$ cat src/rtl/if_fetch_pkg.sv
// Shared constants, FSM state type and byte-assembly helper for the fetch stage.
package if_fetch_pkg;

  localparam int          ADDR_LEN         = 32;
  localparam int          INST_LEN         = 32;
  localparam logic [31:0] ZERO_WORD        = 32'h0000_0000;
  localparam logic        RESET_ENABLE     = 1'b1;
  localparam int          ICACHE_LINES_DEF = 64;
  localparam int          ICACHE_IDX_W_DEF = 6;

  typedef enum logic {
    IDLE  = 1'b0,
    FETCH = 1'b1
  } fetch_state_t;

  // Drops one byte into the little-endian lane of a 32-bit word.
  function automatic logic [31:0] insert_byte(input logic [31:0] word,
                                              input logic [1:0]  lane,
                                              input logic [7:0]  b);
    logic [31:0] r;
    r = word;
    r[{lane, 3'b000} +: 8] = b;
    return r;
  endfunction

endpackage

$ cat src/rtl/if_fetch_if.sv
// Byte-wide read port between the fetch stage and the memory controller.
interface if_fetch_if;

  logic        mem_req;
  logic [31:0] mem_addr;
  logic        mem_ack;
  logic [7:0]  mem_data;

  // Fetch stage issues requests and receives bytes.
  modport master (
    output mem_req,
    output mem_addr,
    input  mem_ack,
    input  mem_data
  );

  // Memory controller answers requests.
  modport slave (
    input  mem_req,
    input  mem_addr,
    output mem_ack,
    output mem_data
  );

endinterface

$ cat src/rtl/if_fetch_icache_dm.sv
// Direct-mapped instruction cache: one 32-bit word per line, combinational
// lookup, single synchronous fill port. Only valid bits are reset.
module icache_dm #(
  parameter int LINES = 64,
  parameter int IDX_W = 6,
  parameter int TAG_W = 32 - IDX_W - 2
) (
  input  logic             clk,
  input  logic             rst,
  input  logic [IDX_W-1:0] rd_idx,
  input  logic [TAG_W-1:0] rd_tag,
  output logic             hit,
  output logic [31:0]      rd_data,
  input  logic             we,
  input  logic [IDX_W-1:0] wr_idx,
  input  logic [TAG_W-1:0] wr_tag,
  input  logic [31:0]      wr_data
);

  logic [TAG_W-1:0] tag_mem  [LINES];
  logic [31:0]      data_mem [LINES];
  logic [LINES-1:0] valid;

  // Fill writes tag and data together; contents need no reset because valid gates them.
  always_ff @(posedge clk) begin
    if (we) begin
      tag_mem[wr_idx]  <= wr_tag;
      data_mem[wr_idx] <= wr_data;
    end
  end

  generate
    for (genvar gi = 0; gi < LINES; gi++) begin : g_valid
      // Per-line valid flag: cleared by reset, set when that line is filled.
      always_ff @(posedge clk) begin
        if (rst)
          valid[gi] <= 1'b0;
        else if (we && (wr_idx == IDX_W'(gi)))
          valid[gi] <= 1'b1;
      end
    end
  endgenerate

  assign hit     = valid[rd_idx] && (tag_mem[rd_idx] == rd_tag);
  assign rd_data = data_mem[rd_idx];

endmodule

$ cat src/rtl/if_fetch.sv
// Instruction-fetch stage: owns the pc, looks it up in a direct-mapped cache
// and, on a miss, assembles the word from four byte reads before filling the line.
module if_fetch
  import if_fetch_pkg::*;
#(
  parameter int ICACHE_LINES = ICACHE_LINES_DEF,
  parameter int IDX_W        = ICACHE_IDX_W_DEF
) (
  input  logic          clk,
  input  logic          rst,
  input  logic [5:0]    stall,
  input  logic          jump_en,
  input  logic [31:0]   jump_addr,
  if_fetch_if.master    mem,
  output logic [31:0]   if_pc,
  output logic [31:0]   if_inst,
  output logic          stallreq_if
);

  localparam int TAG_W = 32 - IDX_W - 2;

  fetch_state_t state_reg, state_next;
  logic [31:0]  pc_reg, pc_next;
  logic [1:0]   cnt_reg, cnt_next;
  logic [31:0]  buf_reg, buf_next;

  logic [IDX_W-1:0] idx;
  logic [TAG_W-1:0] tag;
  logic             hit;
  logic [31:0]      line_data;
  logic             cache_we;
  logic [31:0]      fill_data;
  logic             ack_ok;

  // Only stall[0] matters to this stage; the rest belong to later pipeline registers.
  logic unused_stall;
  assign unused_stall = ^stall[5:1];

  assign idx       = pc_reg[IDX_W+1:2];
  assign tag       = pc_reg[31:IDX_W+2];
  assign ack_ok    = mem.mem_ack && (state_reg == FETCH);
  assign fill_data = {mem.mem_data, buf_reg[23:0]};
  assign if_pc     = pc_reg;

  icache_dm #(
    .LINES (ICACHE_LINES),
    .IDX_W (IDX_W),
    .TAG_W (TAG_W)
  ) u_icache (
    .clk     (clk),
    .rst     (rst),
    .rd_idx  (idx),
    .rd_tag  (tag),
    .hit     (hit),
    .rd_data (line_data),
    .we      (cache_we),
    .wr_idx  (idx),
    .wr_tag  (tag),
    .wr_data (fill_data)
  );

  // State, pc, byte counter and assembly buffer registers.
  always_ff @(posedge clk) begin
    if (rst == RESET_ENABLE) begin
      state_reg <= IDLE;
      pc_reg    <= ZERO_WORD;
      cnt_reg   <= 2'd0;
      buf_reg   <= ZERO_WORD;
    end else begin
      state_reg <= state_next;
      pc_reg    <= pc_next;
      cnt_reg   <= cnt_next;
      buf_reg   <= buf_next;
    end
  end

  // Next-state and output logic; a jump overrides everything, including a partial fill.
  always_comb begin
    state_next   = state_reg;
    pc_next      = pc_reg;
    cnt_next     = cnt_reg;
    buf_next     = buf_reg;
    mem.mem_req  = 1'b0;
    mem.mem_addr = pc_reg + {30'd0, cnt_reg};
    if_inst      = ZERO_WORD;
    stallreq_if  = 1'b0;
    cache_we     = 1'b0;

    if (rst == RESET_ENABLE) begin
      // Outputs stay quiet during reset; registers are handled by the sequential block.
    end else if (jump_en) begin
      pc_next     = jump_addr;
      state_next  = IDLE;
      cnt_next    = 2'd0;
      stallreq_if = 1'b1;
    end else begin
      case (state_reg)
        IDLE: begin
          if (hit) begin
            if_inst = line_data;
            if (!stall[0])
              pc_next = pc_reg + 32'd4;
          end else begin
            stallreq_if = 1'b1;
            state_next  = FETCH;
            cnt_next    = 2'd0;
          end
        end
        FETCH: begin
          mem.mem_req = 1'b1;
          stallreq_if = 1'b1;
          if (ack_ok) begin
            buf_next = insert_byte(buf_reg, cnt_reg, mem.mem_data);
            cnt_next = cnt_reg + 2'd1;
            if (cnt_reg == 2'd3) begin
              cache_we   = 1'b1;
              state_next = IDLE;
            end
          end
        end
        default: state_next = IDLE;
      endcase
    end
  end

endmodule

$ cat src/flat_wrapper.sv
// flat-port wrapper written by rule: the top's interface ports become plain ports
module if_fetch_flat import if_fetch_pkg::*;
#(
  parameter int ICACHE_LINES = ICACHE_LINES_DEF,
  parameter int IDX_W        = ICACHE_IDX_W_DEF
)
  (clk, rst, stall, jump_en, jump_addr, if_pc, if_inst, stallreq_if, mem_mem_req, mem_mem_addr, mem_mem_ack, mem_mem_data);
  if_fetch_if mem_i ();
  input  logic clk;
  input  logic rst;
  input  logic [5:0] stall;
  input  logic jump_en;
  input  logic [31:0] jump_addr;
  output logic [31:0] if_pc;
  output logic [31:0] if_inst;
  output logic stallreq_if;
  output wire logic [$bits(mem_i.mem_req)-1:0] mem_mem_req;
  output wire logic [$bits(mem_i.mem_addr)-1:0] mem_mem_addr;
  input wire logic [$bits(mem_i.mem_ack)-1:0] mem_mem_ack;
  input wire logic [$bits(mem_i.mem_data)-1:0] mem_mem_data;
  assign mem_mem_req = mem_i.mem_req;
  assign mem_mem_addr = mem_i.mem_addr;
  assign mem_i.mem_ack = mem_mem_ack;
  assign mem_i.mem_data = mem_mem_data;
  if_fetch #(.ICACHE_LINES(ICACHE_LINES), .IDX_W(IDX_W)) u_core (.clk(clk), .rst(rst), .stall(stall), .jump_en(jump_en), .jump_addr(jump_addr), .mem(mem_i), .if_pc(if_pc), .if_inst(if_inst), .stallreq_if(stallreq_if));
endmodule
$ cat config.mk
export PLATFORM = sky130hd
export DESIGN_NAME = if_fetch_flat
export DESIGN_NICKNAME = d
export VERILOG_FILES = /design/src/rtl/if_fetch_pkg.sv /design/src/rtl/if_fetch_if.sv /design/src/rtl/if_fetch_icache_dm.sv /design/src/rtl/if_fetch.sv /design/src/flat_wrapper.sv
export SDC_FILE = /design/constraint.sdc
export NUM_CORES = 2
export LEC_CHECK = 0
export CAP_MARGIN = 10
export CORE_MARGIN = 2
export CORE_UTILIZATION = 50
export CTS_BUF_LIST = sky130_fd_sc_hd__clkbuf_8 sky130_fd_sc_hd__clkbuf_16
export CTS_CLUSTER_DIAMETER = 100
export CTS_CLUSTER_SIZE = 12
export DETAILED_ROUTE_END_ITERATION = 8
export PLACE_DENSITY = 0.73
export SLEW_MARGIN = 0
export SYNTH_ARGS = -nofsm -noshare
export SYNTH_HDL_FRONTEND = slang
export SYNTH_SLANG_ARGS = --single-unit
$ cat constraint.sdc
create_clock -name clk -period 6.3 [get_ports clk]
set_input_delay 0.63 -clock clk [delete_from_list [all_inputs] [get_ports clk]]
set_output_delay 0.63 -clock clk [all_outputs]
set_load 0.02 [all_outputs]
After elaboration in Yosys (flattened, before gate mapping)

Memory sizes are Yosys's and may differ from the RTL's. A register that Yosys moved wholly into a read port is not among the register bits.
Index checks and enable logic that the tools add are counted.
Widths: inputs -> output; s select.

Register bits: 131
Bits in writable memories: 3584
Bits of input ports: 50
Output and inout bits: 98
Word-level logic and storage cells: 255
Memories: 2

Memory list:

| name                     | words | width | read ports | clocked after Yosys merged registers in | wr ports | RTL line                 | source |
|---|---|---|---|---|---|---|---|
| u_core.u_icache.data_mem | 64    | 32    | 1          | 1                                       | 1        | if_fetch_icache_dm.sv:21 | `logic [31:0] data_mem [LINES];` |
| u_core.u_icache.tag_mem  | 64    | 24    | 1          | 1                                       | 1        | if_fetch_icache_dm.sv:20 | `logic [TAG_W-1:0] tag_mem [LINES];` |

Add/subtract/negate cells: 4
Order comparisons: 1
Eq/ne operators: 69
Shift operators: 2
Mux-type cells: 35
Bitwise gates (word level): 2
Reduce and logical (&&, ||, !) cells: 72

Operator list:

| operator               | number |
|---|---|
| $mux 32                | 8 |
| $eq 6x6->1 const B     | 32 |
| $eq 6x5->1 const B     | 16 |
| $logic_and 1x1->1      | 66 |
| $eq 6x4->1 const B     | 8 |
| $add 32x2->32          | 1 |
| $add 32x3->32 const B  | 1 |
| $bwmux 32              | 1 |
| $shift 8x7->32 const A | 1 |
| $shiftx 8x7->32        | 1 |
| $eq 24x24->1           | 1 |
| $eq 6x3->1 const B     | 4 |
| $mux 6                 | 4 |
| $mux 1                 | 16 |
| $eq 6x2->1 const B     | 2 |
| $lt 6x7->1 const B     | 1 |
| $neg 5->7              | 1 |
| $bmux 1 s6             | 1 |
| $eq 6x1->1 const B     | 1 |
| $logic_not 6->1        | 1 |
| $ne 2x2->1 const B     | 3 |
| $reduce_and 3->1       | 2 |
| $mux 2                 | 2 |
| $pmux 1 s2             | 2 |
| 8 further kinds        | 9 |

Logic depth before layout (Yosys ltp)

Depth after elaboration: 8
Depth in mapped cells: 19
Mapped depth without buffers: 11

By module

From an unflattened synthesis, not the netlist that was laid out.

Cell total of the unflattened synthesis: 6333
Area, all modules: 142730.6 um^2

Modules (own cells, without submodules):

| module    | instances | cells an instance | area an instance (um^2) |
|---|---|---|---|
| icache_dm | 1         | 5849              | 138985.8 |
| if_fetch  | 1         | 484               | 3744.8 |

Worst setup path after synthesis

OpenSTA, ideal clock, no wires.

Path kind: input to register
Start point: input port rst
End point: memory u_core.u_icache.data_mem[60][0], enable pin
Library setup time: 0.539 ns
Arrival: 5.574 ns
Slack: 0.188 ns
Stages on the path: 6
Buffers on the path: 2
Cells stage by stage: clkbuf_1 or2_2 clkbuf_1 nor2_1 nand3_1 nor3_1

Longest elaborated chain between the ends: 3

Ends and longest elaborated chain:

| element                      | RTL line                 | source |
|---|---|---|
| start: declaration           | flat_wrapper.sv:10       | `input logic rst;` |
| $mux 1                       | if_fetch.sv:89           | `if (rst == RESET_ENABLE) begin` |
| $mux 1                       | if_fetch_icache_dm.sv:26 | `if (we) begin` |
| $mux 1 (not written as such) | if_fetch_icache_dm.sv:28 | `data_mem[wr_idx] <= wr_data;` |
| end: declaration             | if_fetch_icache_dm.sv:21 |  |

No other way between the ends.

==> reports/metrics.csv <==
stage,metric,value,unit
logic_synthesis,syn_area,0.145,mm²
worst_hold_path,worstHoldPathType,primary input to flip-flop,
placed_design,placed_cell_area,0.153,mm²
power,p_leak,51.4,nW
floorplanning,core,0.288,mm²
clock_tree,root_buffer,clkbuf_16,
logic_synthesis,synth_top_area_share,74.4,%
placed_design,portBuffers,142,
route,wirelength,427000,µm
clock_tree,cts_buffers,352,
worst_hold_path,whs_endpoint,u_core.u_icache.data_mem[42][30],
final_layout,final_design_area_no_fill,0.163,mm²
route,vias_per_cell,6.95,
final_layout,fillCellCount,20400,
timing,slew_viol_final,0,
clock_tree,cts_sinks,3713,
floorplanning,initial_core_util,50.2,%
floorplanning,die_x,542,µm
clock_tree,htree_num_levels,5,
logic_synthesis,syn_nets,6775,
critical_path,rr_worst_depth,14,
timing,max_freq,161,MHz
final_layout,largest_register_ffs,2048,
final_layout,register_area,0.110,mm²
timing,whs,129,ps
critical_path,path_class,flip-flop to primary output,
final_layout,multiInputGateArea,0.0329,mm²
final_layout,top_regs,"u_core.u_icache.data_mem x2048, u_core.u_icache.tag_mem x1536, u_core.u_icache.valid x64",
route,via_count,76900,
timing,grt_setup_unrepaired,false,
critical_path,end_kind,primary output,
global_route,grt_max_degree,125,
clock_tree,holdBufCountCts,0,
run,drv_cap,0,
timing,finalCritPeriodShare,98.6,%
logic_synthesis,synth-edff-count,3584,
clock_tree,insertion_delay,930,ps
logic_synthesis,yosysWarningCount,0,
placed_design,dp_slack,544,ps
final_layout,nNetsFinal,7258,
logic_synthesis,ys_ff_latch,3713,
timing,tightest_slew,1400,ps
timing,fin_ws,86.4,ps
timing,tns,0,ps
worst_hold_path,min_path_cells,1,
global_route,grt_pass1_wl,587000,µm
global_route,grt_overflow_total,0,
global_route,grtUsageTotal,28.8,%
worst_hold_path,hp-start,mem_mem_data[6],
floorplanning,dieArea,0.293,mm²
timing,skew,74.4,ps
logic_synthesis,synthArstFlopShare,0,%
timing,setup_viol,0,
critical_path,r2r_slack,620,ps
logic_synthesis,synth.area.top_cells,"edfxtp_1, mux4_2, mux2i_1",
clock_tree,cts_tree,done,
floorplanning,pin_count,148,
placed_design,post-dp-hpwl,227000,µm
clock_tree,path_clk_slew,60,ps
route,drtPass1Iterations,6,
power,ir_drop,0.224,mV
critical_path,cp.arrival,5580,ps
timing,finalHoldViolations,0,
global_route,antenna_found_initial,23,
logic_synthesis,ys_seq_area_share,76.2,%
floorplanning,die_h,542,µm
logic_synthesis,syn_avg_cell_area,21.5,µm²
logic_synthesis,ys_types,83,
final_layout,drive_above_1_share,26.4,%
route,postRouteAntennaNets,0,
floorplanning,rows,197,
timing,period_needed,6210,ps
final_layout,largest_register,u_core.u_icache.data_mem,
final_layout,areaGrowthSynthToFinish,12.6,%
critical_path,critPathRequiredTime,5670,ps
clock_tree,clock_path_buffers,4,
logic_synthesis,netlist_instances,6713,
outcome,status,completed,
power,power_density,298,mW/mm²
route,drtIter0Drc,13500,
route,wl_per_cell,38.6,µm
critical_path,crit_fanout,13,
global_route,grt_pass1_vias,75300,
logic_synthesis,yosys.area.top_type,edfxtp_1,
power,p_total,48.5,mW
placed_design,gp_congestion,0.866,
timing,max_slew_margin,6.40,%
route,drcViolationCount,0,
logic_synthesis,synth_top_flop_cell,edfxtp_1,
critical_path,critPathLaunchType,flip-flop,
per-layer routing:
layer	share of wire, %	track usage, %
met1	35	39.2
met2	46	44.2
met3	14	7.58
met5	0.025	0
met4	5.0	12.4
synthesized netlist by cell type, drive strengths merged (27+ instances only):
| cell type | count |
|---|---|
| nor2b | 42 |
| a22oi | 139 |
| nand2 | 114 |
| mux2i | 310 |
| nor3 | 37 |
| xor2 | 27 |
| dfxtp | 129 |
| a21oi | 118 |
| buf | 226 |
| nand4 | 38 |
| and2 | 29 |
| clkbuf | 169 |
| nor4 | 36 |
| nor2 | 230 |
| nor3b | 48 |
| edfxtp | 3584 |
| mux4 | 923 |
| nand3 | 107 |
per-stage QoR:
stage	util (%)	std cells
2_1_floorplan	-	6713
3_3_place_gp	53.1	10600
3_5_place_dp	53.1	10600
4_1_cts	56.5	11100
5_1_grt	56.5	11100
6_report	56.5	11100
cells in the final DEF (no fill, tap or decap), types with 27 or more instances in the layout:
master / instances
nor2_1: 172
dfxtp_1: 92
dfxtp_2: 30
clkbuf_16: 355
xor2_1: 27
nand2_1: 112
mux2i_1: 310
edfxtp_1: 3584
nor4_1: 32
mux4_2: 923
nor2_4: 57
and2_1: 28
nor3_1: 30
clkdlybuf4s50_1: 108
nor3b_2: 31
nor2b_1: 36
nand3_1: 107
buf_4: 313
a21oi_1: 117
buf_12: 82
inv_1: 81
nand4_1: 38
a22oi_1: 137
where the power goes:
group	internal, mW	switching, mW
logic	1.03	1.65
registers	27.0	0.0878
clock network	10.0	8.70
total	38.0	10.4
cell type report:
cell class	count	share of cell area, %
antenna	4	0.00615
timing repair buffer	524	3.30
tap	3781	2.91
inverter	28	0.0722
clock inverter	81	0.355
multi-input combinational	2577	20.2
sequential	3713	67.7
clock buffer	354	5.44
worst max-delay path by stage:
| stage | depth (start not counted) | start | to | slack, ps |
|---|---|---|---|---|
| floorplan | 6 | rst | u_core.u_icache.data_mem[60][0] | 190 |
| global placement | 13 | flip-flop | flip-flop | 480 |
| detailed placement | 13 | flip-flop | flip-flop | 540 |
| CTS | 14 | flip-flop | if_inst[6] | 30 |
| global route | 13 | flip-flop | stallreq_if | 10 |
| finish | 16 | flip-flop | if_inst[31] | 90 |
critical path, cell delays in order (launching register included):
cell and delay [ps]:
dfxtp_4 380, buf_12 170, buf_4 300, mux4_2 540, mux2i_1 230, nor3_1 80
nor4_1 370, buf_4 230, xor2_1 220, mux2i_1 110, or4_4 440, nor4_4 260
buf_4 190, nand2_8 180, buf_12 260, nor3b_1 460, buf_4 240
what timing repair did:
| action | 4_1_cts | 5_1_grt |
|---|---|---|
| gates resized for setup | 19 | 11 |
| pin swaps | 0 | 2 |
| setup buffers | 17 | 2 |
| gates cloned | 1 | 1 |
| endpoints found under the setup margin | 32 | 16 |
kinds of logic (layout without fill, tap and decap cells):
group | Yosys count | after routing | synth area share (%)
flip-flops | 3713 | 3713 | 76.2
multiplexers | 1259 | 1259 | 16.7
XOR/XNOR | 48 | 48 | 0.291
AO/OA/AOI/OAI | 470 | 470 | 2.28
other | 0 | 4 | 0
buffers and inverters | 423 | 987 | 1.44
adder cells (fa/ha/maj) | 12 | 12 | 0.109
AND/OR/NAND/NOR | 788 | 788 | 2.94
Note: power is estimated with default switching activity, not from simulation.
